==> src/rtl/vx_cache_partition_ctrl.sv <==
// Per-socket L1/shared-memory set repartitioning controller: each dcache unit is
// drained, flushed of surrendered sets when shrinking, then switched atomically.
module vx_cache_partition_ctrl #(
  parameter int          NUM_UNITS     = 2,
  parameter int          TOTAL_SETS    = 64,
  parameter int          MIN_L1_SETS   = 1,
  parameter int          SET_W         = 12,
  parameter logic [11:0] DCR_BASE      = 12'h00A,
  parameter int          DRAIN_TIMEOUT = 1024
) (
  input  logic                       clk,
  input  logic                       reset,
  input  logic                       dcr_wr_valid,
  input  logic [11:0]                dcr_wr_addr,
  input  logic [31:0]                dcr_wr_data,
  output logic [NUM_UNITS-1:0]       drain_req,
  input  logic [NUM_UNITS-1:0]       drain_ack,
  output logic [NUM_UNITS-1:0]       flush_req,
  output logic [NUM_UNITS*SET_W-1:0] flush_lo,
  output logic [NUM_UNITS*SET_W-1:0] flush_hi,
  input  logic [NUM_UNITS-1:0]       flush_done,
  output logic [NUM_UNITS*SET_W-1:0] l1_sets,
  output logic [NUM_UNITS*SET_W-1:0] smem_sets,
  output logic                       cfg_busy,
  output logic [NUM_UNITS-1:0]       cfg_err
);

  typedef enum logic [1:0] {IDLE, DRAIN, FLUSH, APPLY} state_t;

  localparam int                CNT_W    = $clog2(DRAIN_TIMEOUT + 1);
  localparam logic [CNT_W-1:0]  CNT_LAST = CNT_W'(DRAIN_TIMEOUT - 1);
  localparam logic [SET_W-1:0]  TOTAL    = SET_W'(TOTAL_SETS);
  localparam logic [SET_W-1:0]  MAX_REQ  = SET_W'(TOTAL_SETS - MIN_L1_SETS);

  // Requested smem sets are clamped so at least MIN_L1_SETS stay as L1.
  function automatic logic [SET_W-1:0] clamp_target(input logic [SET_W-1:0] req);
    logic [SET_W-1:0] lim;
    lim = (req > MAX_REQ) ? MAX_REQ : req;
    return TOTAL - lim;
  endfunction

  state_t           state_q [NUM_UNITS];
  state_t           state_d [NUM_UNITS];
  logic [SET_W-1:0] pend_q  [NUM_UNITS];
  logic [SET_W-1:0] pend_d  [NUM_UNITS];
  logic [SET_W-1:0] snap_q  [NUM_UNITS];
  logic [SET_W-1:0] snap_d  [NUM_UNITS];
  logic [SET_W-1:0] l1_q    [NUM_UNITS];
  logic [SET_W-1:0] l1_d    [NUM_UNITS];
  logic [SET_W-1:0] smem_q  [NUM_UNITS];
  logic [SET_W-1:0] smem_d  [NUM_UNITS];
  logic [SET_W-1:0] lo_q    [NUM_UNITS];
  logic [SET_W-1:0] lo_d    [NUM_UNITS];
  logic [SET_W-1:0] hi_q    [NUM_UNITS];
  logic [SET_W-1:0] hi_d    [NUM_UNITS];
  logic [CNT_W-1:0] cnt_q   [NUM_UNITS];
  logic [CNT_W-1:0] cnt_d   [NUM_UNITS];

  logic [NUM_UNITS-1:0] drain_q, drain_d;
  logic [NUM_UNITS-1:0] flush_q, flush_d;
  logic [NUM_UNITS-1:0] err_q, err_d;
  logic [NUM_UNITS-1:0] wr_hit;
  logic                 busy_q, busy_d;
  logic [SET_W-1:0]     wr_tgt;
  logic                 unused_wr_data;

  assign wr_tgt         = clamp_target(dcr_wr_data[SET_W-1:0]);
  assign unused_wr_data = ^dcr_wr_data[31:SET_W];

  for (genvar g = 0; g < NUM_UNITS; g++) begin : g_unit
    assign wr_hit[g]                     = dcr_wr_valid && (dcr_wr_addr == DCR_BASE + 12'(g));
    assign flush_lo[g*SET_W +: SET_W]    = lo_q[g];
    assign flush_hi[g*SET_W +: SET_W]    = hi_q[g];
    assign l1_sets[g*SET_W +: SET_W]     = l1_q[g];
    assign smem_sets[g*SET_W +: SET_W]   = smem_q[g];
  end

  assign drain_req = drain_q;
  assign flush_req = flush_q;
  assign cfg_err   = err_q;
  assign cfg_busy  = busy_q;

  always_comb begin
    busy_d  = 1'b0;
    drain_d = drain_q;
    flush_d = flush_q;
    err_d   = err_q;
    for (int u = 0; u < NUM_UNITS; u++) begin
      state_d[u] = state_q[u];
      pend_d[u]  = pend_q[u];
      snap_d[u]  = snap_q[u];
      l1_d[u]    = l1_q[u];
      smem_d[u]  = smem_q[u];
      lo_d[u]    = lo_q[u];
      hi_d[u]    = hi_q[u];
      cnt_d[u]   = cnt_q[u];

      if (wr_hit[u]) begin
        pend_d[u] = wr_tgt;
        err_d[u]  = 1'b0;
      end

      case (state_q[u])
        IDLE: begin
          // A fresh write or a pending value left over from the last apply both start a drain.
          if (pend_d[u] != l1_q[u]) begin
            state_d[u] = DRAIN;
            drain_d[u] = 1'b1;
            cnt_d[u]   = '0;
          end
        end
        DRAIN: begin
          // Exit decisions use the pending value registered before this cycle's write.
          if (drain_ack[u]) begin
            snap_d[u] = pend_q[u];
            cnt_d[u]  = '0;
            if (pend_q[u] >= l1_q[u]) begin
              state_d[u] = APPLY;
            end else begin
              state_d[u] = FLUSH;
              flush_d[u] = 1'b1;
              lo_d[u]    = pend_q[u];
              hi_d[u]    = l1_q[u];
            end
          end else if (cnt_q[u] == CNT_LAST) begin
            state_d[u] = IDLE;
            drain_d[u] = 1'b0;
            err_d[u]   = 1'b1;
            pend_d[u]  = l1_q[u];
            cnt_d[u]   = '0;
          end else begin
            cnt_d[u] = cnt_q[u] + 1'b1;
          end
        end
        FLUSH: begin
          if (flush_done[u]) begin
            state_d[u] = APPLY;
            flush_d[u] = 1'b0;
          end
        end
        APPLY: begin
          l1_d[u]    = snap_q[u];
          smem_d[u]  = TOTAL - snap_q[u];
          drain_d[u] = 1'b0;
          state_d[u] = IDLE;
        end
        default: state_d[u] = IDLE;
      endcase

      busy_d = busy_d | (state_d[u] != IDLE) | (pend_d[u] != l1_d[u]);
    end
  end

  always_ff @(posedge clk or negedge reset) begin
    if (!reset) begin
      for (int u = 0; u < NUM_UNITS; u++) begin
        state_q[u] <= IDLE;
        pend_q[u]  <= TOTAL;
        snap_q[u]  <= TOTAL;
        l1_q[u]    <= TOTAL;
        smem_q[u]  <= '0;
        lo_q[u]    <= '0;
        hi_q[u]    <= '0;
        cnt_q[u]   <= '0;
      end
      drain_q <= '0;
      flush_q <= '0;
      err_q   <= '0;
      busy_q  <= 1'b0;
    end else begin
      for (int u = 0; u < NUM_UNITS; u++) begin
        state_q[u] <= state_d[u];
        pend_q[u]  <= pend_d[u];
        snap_q[u]  <= snap_d[u];
        l1_q[u]    <= l1_d[u];
        smem_q[u]  <= smem_d[u];
        lo_q[u]    <= lo_d[u];
        hi_q[u]    <= hi_d[u];
        cnt_q[u]   <= cnt_d[u];
      end
      drain_q <= drain_d;
      flush_q <= flush_d;
      err_q   <= err_d;
      busy_q  <= busy_d;
    end
  end

endmodule

==> config.mk <==
export PLATFORM = sky130hd
export DESIGN_NAME = vx_cache_partition_ctrl
export DESIGN_NICKNAME = d
export VERILOG_FILES = /design/src/rtl/vx_cache_partition_ctrl.sv
export SDC_FILE = /design/constraint.sdc
export NUM_CORES = 1
export LEC_CHECK = 0
export BUFFER_PORTS_ARGS = -buffer_cell sky130_fd_sc_hd__buf_4
export CAP_MARGIN = 20
export CORE_ASPECT_RATIO = 0.5
export CORE_MARGIN = 2
export CORE_UTILIZATION = 37
export CTS_CLUSTER_DIAMETER = 40
export DETAILED_ROUTE_END_ITERATION = 10
export PLACE_DENSITY_LB_ADDON = 0.08
export SKIP_LAST_GASP = 1
export SYNTH_ARGS = -nofsm -noshare
export SYNTH_HDL_FRONTEND = slang
export SYNTH_SLANG_ARGS = --single-unit
==> constraint.sdc <==
create_clock -name clk -period 3.9 [get_ports clk]
set_input_delay 1.17 -clock clk [delete_from_list [all_inputs] [get_ports clk]]
set_output_delay 1.17 -clock clk [all_outputs]
set_load 0.01 [all_outputs]
# Word level (Yosys, flattened, before mapping)
# Cells that the tools add are included.
# word_totals
out_inout_bits	103
in_bits	51
latchBits	0
reg_bits	177
mem_count	0
wordCells	138
mem_bits_rw	0
rom_bits	0
# classes
n_addsub	5
div	0
n_shift	0
eq_ne	26
mul	0
muxes	55
magnitude_cmp	3
bitwise_logic	5
reduce_logical	22
# ops
op	count
2-to-1 mux 12 bit	11
2-to-1 mux 11 bit	6
!= test 12 bit	4
case mux 11 bit (2 select lines)	2
subtractor 7 x 12 -> 12 bit (first input constant)	3
equality test 12 x 4 -> 1 bit (second input constant)	2
>= comparator 12 bit	2
!= test 2 bit (second input constant)	12
adder 11 x 1 -> 11 bit (second input constant)	2
equality test 11 x 10 -> 1 bit (second input constant)	2
2-to-1 mux 1 bit	22
2-to-1 mux 2 bit	8
case mux 2 bit (4 select lines)	2
AND reduction 4 bit	4
greater-than comparator 12 x 6 -> 1 bit (second input constant)	1
nonzero test 2 bit	6
equality test 2 bit (second input constant)	4
AND reduction 2 bit	4
case mux 1 bit (3 select lines)	2
AND reduction 3 bit	2
nonzero test 3 bit	2
equality test 2 x 1 -> 1 bit (second input constant)	2
logical NOT 2 bit	2
case mux 1 bit (2 select lines)	2
other kinds (3)	7

# Logic depth before layout (Yosys ltp)
# logic_depth
depth_word	11
mapped_depth	13

# Worst setup path before layout
# OpenSTA, ideal clock, no wires.
# synth_path
path_type	input -> register
startpoint	in dcr_wr_data[11]
endpoint	reg busy_q, in the netlist cfg_busy
t_arrival_ns	4.608
setup_ns	0.138
path_slack_ns	-0.847
cell_stages	12
path_buffers	0
cell_sequence	or4_1 > or3_1 > inv_1 > ha_1 > nor3b_1 > xor2_1 > a21oi_1 > a2bb2oi_1 > o41ai_2 > a211oi_2 > or3_1 > or4_1
# synth_lines
element	line	text
start: declaration	15	input logic [31:0] dcr_wr_data,
end signal: assignment	184	busy_q <= busy_d;
end: declaration	63	logic busy_q, busy_d;

==> impl_metrics.tcl <==
set metrics [dict create \
    clk-insertion-delay-late_ns 0.45 \
    drv_slew 0 \
    grt_pass1_vias 7606 \
    crit_fanout 5 \
    drt.antenna.violating_nets 0 \
    seq_area_um2 4440 \
    cts_made_buffers 17 \
    synth.area.mux_share_pct 8.89 \
    synth_compound_area_share_pct 14.2 \
    path_class "input pin to flop" \
    yosys.area_share.simple_pct 16.2 \
    setup_viol 4 \
    drt_iter0_drc 599 \
    num_rows 41 \
    final_area_um2 12100 \
    worstPathRequired_ns 4.22 \
    period_minus_slack_ns 4.16 \
    cts_tree "built" \
    portBuffers 133 \
    synth-edff-count 0 \
    ys_ff_latch 177 \
    tightestPinTransition_ns 0.701 \
    fin_tns_setup_ns -0.312 \
    synth_fa_ha_area_share_pct 4.40 \
    synth_top_cell_by_area "dfrtp_1" \
    finalHoldViolCount 0 \
    fillers 2353 \
    worstPathArrival_ns 4.47 \
    drive_gt1_share_pct 29.3 \
    initial_core_util_pct 37.4 \
    netlist.area_leader.share_pct 45.6 \
    yosys_warnings 0 \
    cp-start-kind "input pin" \
    wl_per_cell_um 18.5 \
    overflow 0 \
    viasPerCell 5.26 \
    syn_area_um2 9390 \
    io_pins 154 \
    grt_pass1_wl_mm 43.6 \
    path_clk_slew_ns 0.06 \
    status "complete, but fails checks" \
    avgSynthCellArea_um2 9.93 \
    synth_top_family_by_area "simple AND/OR/NAND/NOR gates" \
    die_area_um2 26700 \
    drc 0 \
    clock.fmax_mhz 241 \
    yosys_most_used_dff "dfrtp_1" \
    die_x_um 229 \
    synth_commonest_cells "dfrtp_1 (171), nand2_1 (108), o21ai_0 (77), inv_1 (60), mux2_2 (57)" \
    async_flop_share_pct 100 \
    via_count 7925 \
    core_um2 25100 \
    fin_cells 1506 \
    max-cap-violations 0 \
    violations "negative setup slack" \
    cts_hold_buf 0 \
    hold_class "flop to flop" \
    htreeDepth 4 \
    yosysSeqAreaShare_pct 47.3 \
    max_stage_delay_ns 0.53 \
    cts_max_path_buffers 2 \
    setup_slack_ns -0.256 \
    synthTopCellsByArea "dfrtp_1 (46%), mux2_2 (6.8%), ha_1 (4.4%), nand2_1 (4.3%), o21ai_0 (4.1%)" \
    synthXorXnorAreaFrac_pct 5.18 \
    fin_skew_ns 0.0120 \
    grtUsageTotal_pct 21.4 \
    syn_inst 945 \
    leakage_nw 5.76 \
    die_y_um 117 \
    antenna_cells 0 \
    utilization_pct 48.2 \
    dpl.hpwl_mm 21.0 \
    syn_nets 1029 \
    rsz0062_at_grt "yes" \
    end_kind "flop" \
    area_delta_synth_final_pct 28.9 \
    peakVddDrop_uv 297 \
    maxSlewHeadroom_pct 53.3 \
    dp.cells 1469 \
    crit_path_top_delay_cell "or4_4" \
    synth_cell_types 68 \
    path_cells "buf_6 > or4_4 > or3_4 > inv_4 > ha_4 > nor3b_4 > xor2_1 > buf_4 > nor3_1 > a2bb2oi_1 > o41ai_2 > buf_4 > a211oi_2 > or3_4 > or4_1" \
    grt_max_degree 71 \
    yosysMostFrequentCell "dfrtp_1" \
    fin_crit_sh_pct 107 \
    routabilityCongestion 0.853 \
    routed_wl_mm 27.8 \
    dr.pass1.iters 5 \
    nNetsFinal 1233 \
    multiInputGateArea_um2 4750 \
    clockRootBuffer "clkbuf_16" \
    power_density_nw_per_um2 442 \
    post_dp_cell_area_um2 11400 \
    hold_ws_ns 0.480 \
    cts.sinks 177 \
    antenna_found_initial 0 \
]
## per-layer routing
| layer | routed length [um] | global-route usage, % | up-vias |
|---|---|---|---|
| met5 | 0 | 0 | - |
| met4 | 328 | 5.89 | 0 |
| met3 | 956 | 4.27 | 29 |
| met2 | 12300 | 32.9 | 140 |
| met1 | 14300 | 30.8 | 3963 |
| li1 | - | - | 3793 |
## final timing paths
path / startpoint / endpoint / slack [ns] / depth (start not counted)
setup / recovery: dcr_wr_data[11] / cfg_busy / -0.26 / 15
hold / removal: flush_lo[15] / flush_lo[15] / 0.48 / 2
setup reg to reg: cnt_q[11] / cfg_busy / 0.39 / 10
hold reg to reg: flush_lo[15] / flush_lo[15] / 0.48 / 2
max in group asynchronous: reset / flush_lo[9] / 2.37 / 2
min in group asynchronous: reset / cnt_q[7] / 0.75 / 1
## power breakdown
group | switching [W] | internal, W
clock network | 0.000713 | 0.000993
logic | 0.000842 | 0.000661
registers | 0.000158 | 0.00198
total | 0.00171 | 0.00363
## layout make-up
cell class,count,share of cell area [%]
repair buffers,217,13.9
flip-flops and latches,177,36.7
clock buffers,26,4.04
well taps,344,3.56
multi-input cells,676,39.2
inverters,60,1.88
clock inverters,6,0.703
## placed cells by master, fill, tap and decap left out, types with 4 or more instances in the layout
cell,Yosys,routed
buf_4,0,208
dfrtp_1,171,171
nand2_1,108,107
o21ai_0,77,76
inv_1,60,59
mux2_2,57,57
nor2_1,50,50
a21oi_1,41,40
xnor2_1,33,33
nand3_1,34,33
ha_1,33,32
xor2_1,20,20
mux2i_1,17,17
clkbuf_16,0,17
o21ai_1,17,15
nor3_1,15,14
nand4_1,11,11
nor4_1,12,10
or4_1,11,10
a22o_1,9,9
nand2b_1,8,8
nor2b_1,8,8
o22ai_1,7,7
clkbuf_1,26,6
buf_6,1,6
dfstp_2,6,6
and3_1,5,5
and4_1,5,5
and2_1,5,5
or4_4,3,4
a211oi_1,4,4
o31ai_1,5,4
a21o_1,5,4
o21a_1,4,4
nand3b_1,4,4
a221o_1,4,4
a2bb2oi_1,4,4
a22oi_1,4,4
## logic make-up (layout without fill, tap and decap cells)
logic type / Yosys count / in the layout
AOI/OAI and AO/OA: 213 / 213
buffers and inverters: 92 / 309
DFF: 177 / 177
adders and majority gates: 33 / 33
xor gates and xnor gates: 54 / 54
and+or+nand+nor: 301 / 301
muxes: 75 / 75
## metrics by stage
stage	setup WS [ns]	total power [W]
floorplan	-0.500	0.00293
global placement	-0.751	0.00352
detailed placement	-0.817	0.00354
CTS	-0.243	0.00528
global route	-0.360	0.00567
finish	-0.256	0.00534
## flip-flops by register name (all words and copies together), names as in the netlist
signal and cells:
flush_req 2, cfg_busy 1, flush_lo 24, state_q 4, cnt_q 22, flush_hi 24, snap_q 24, l1_sets 24
smem_sets 24, cfg_err 2, drain_req 2, pend_q 24
## worst max-delay path: cells and delay by family
kind                     cells  cell delay (ns)
adder cells (fa/ha/maj)      1             0.13
buffers and inverters        4             0.52
XOR/XNOR                     1             0.11
AND/OR/NAND/NOR              6             2.10
AO/OA/AOI/OAI                3             0.44
## repair_timing
item                       4_1_cts  5_1_grt
setup endpoints to repair        3       16
pin swaps                        0       12
setup buffers                    0        5
resized for setup                3       25
No activity file was read; power rests on OpenSTA's default activity.
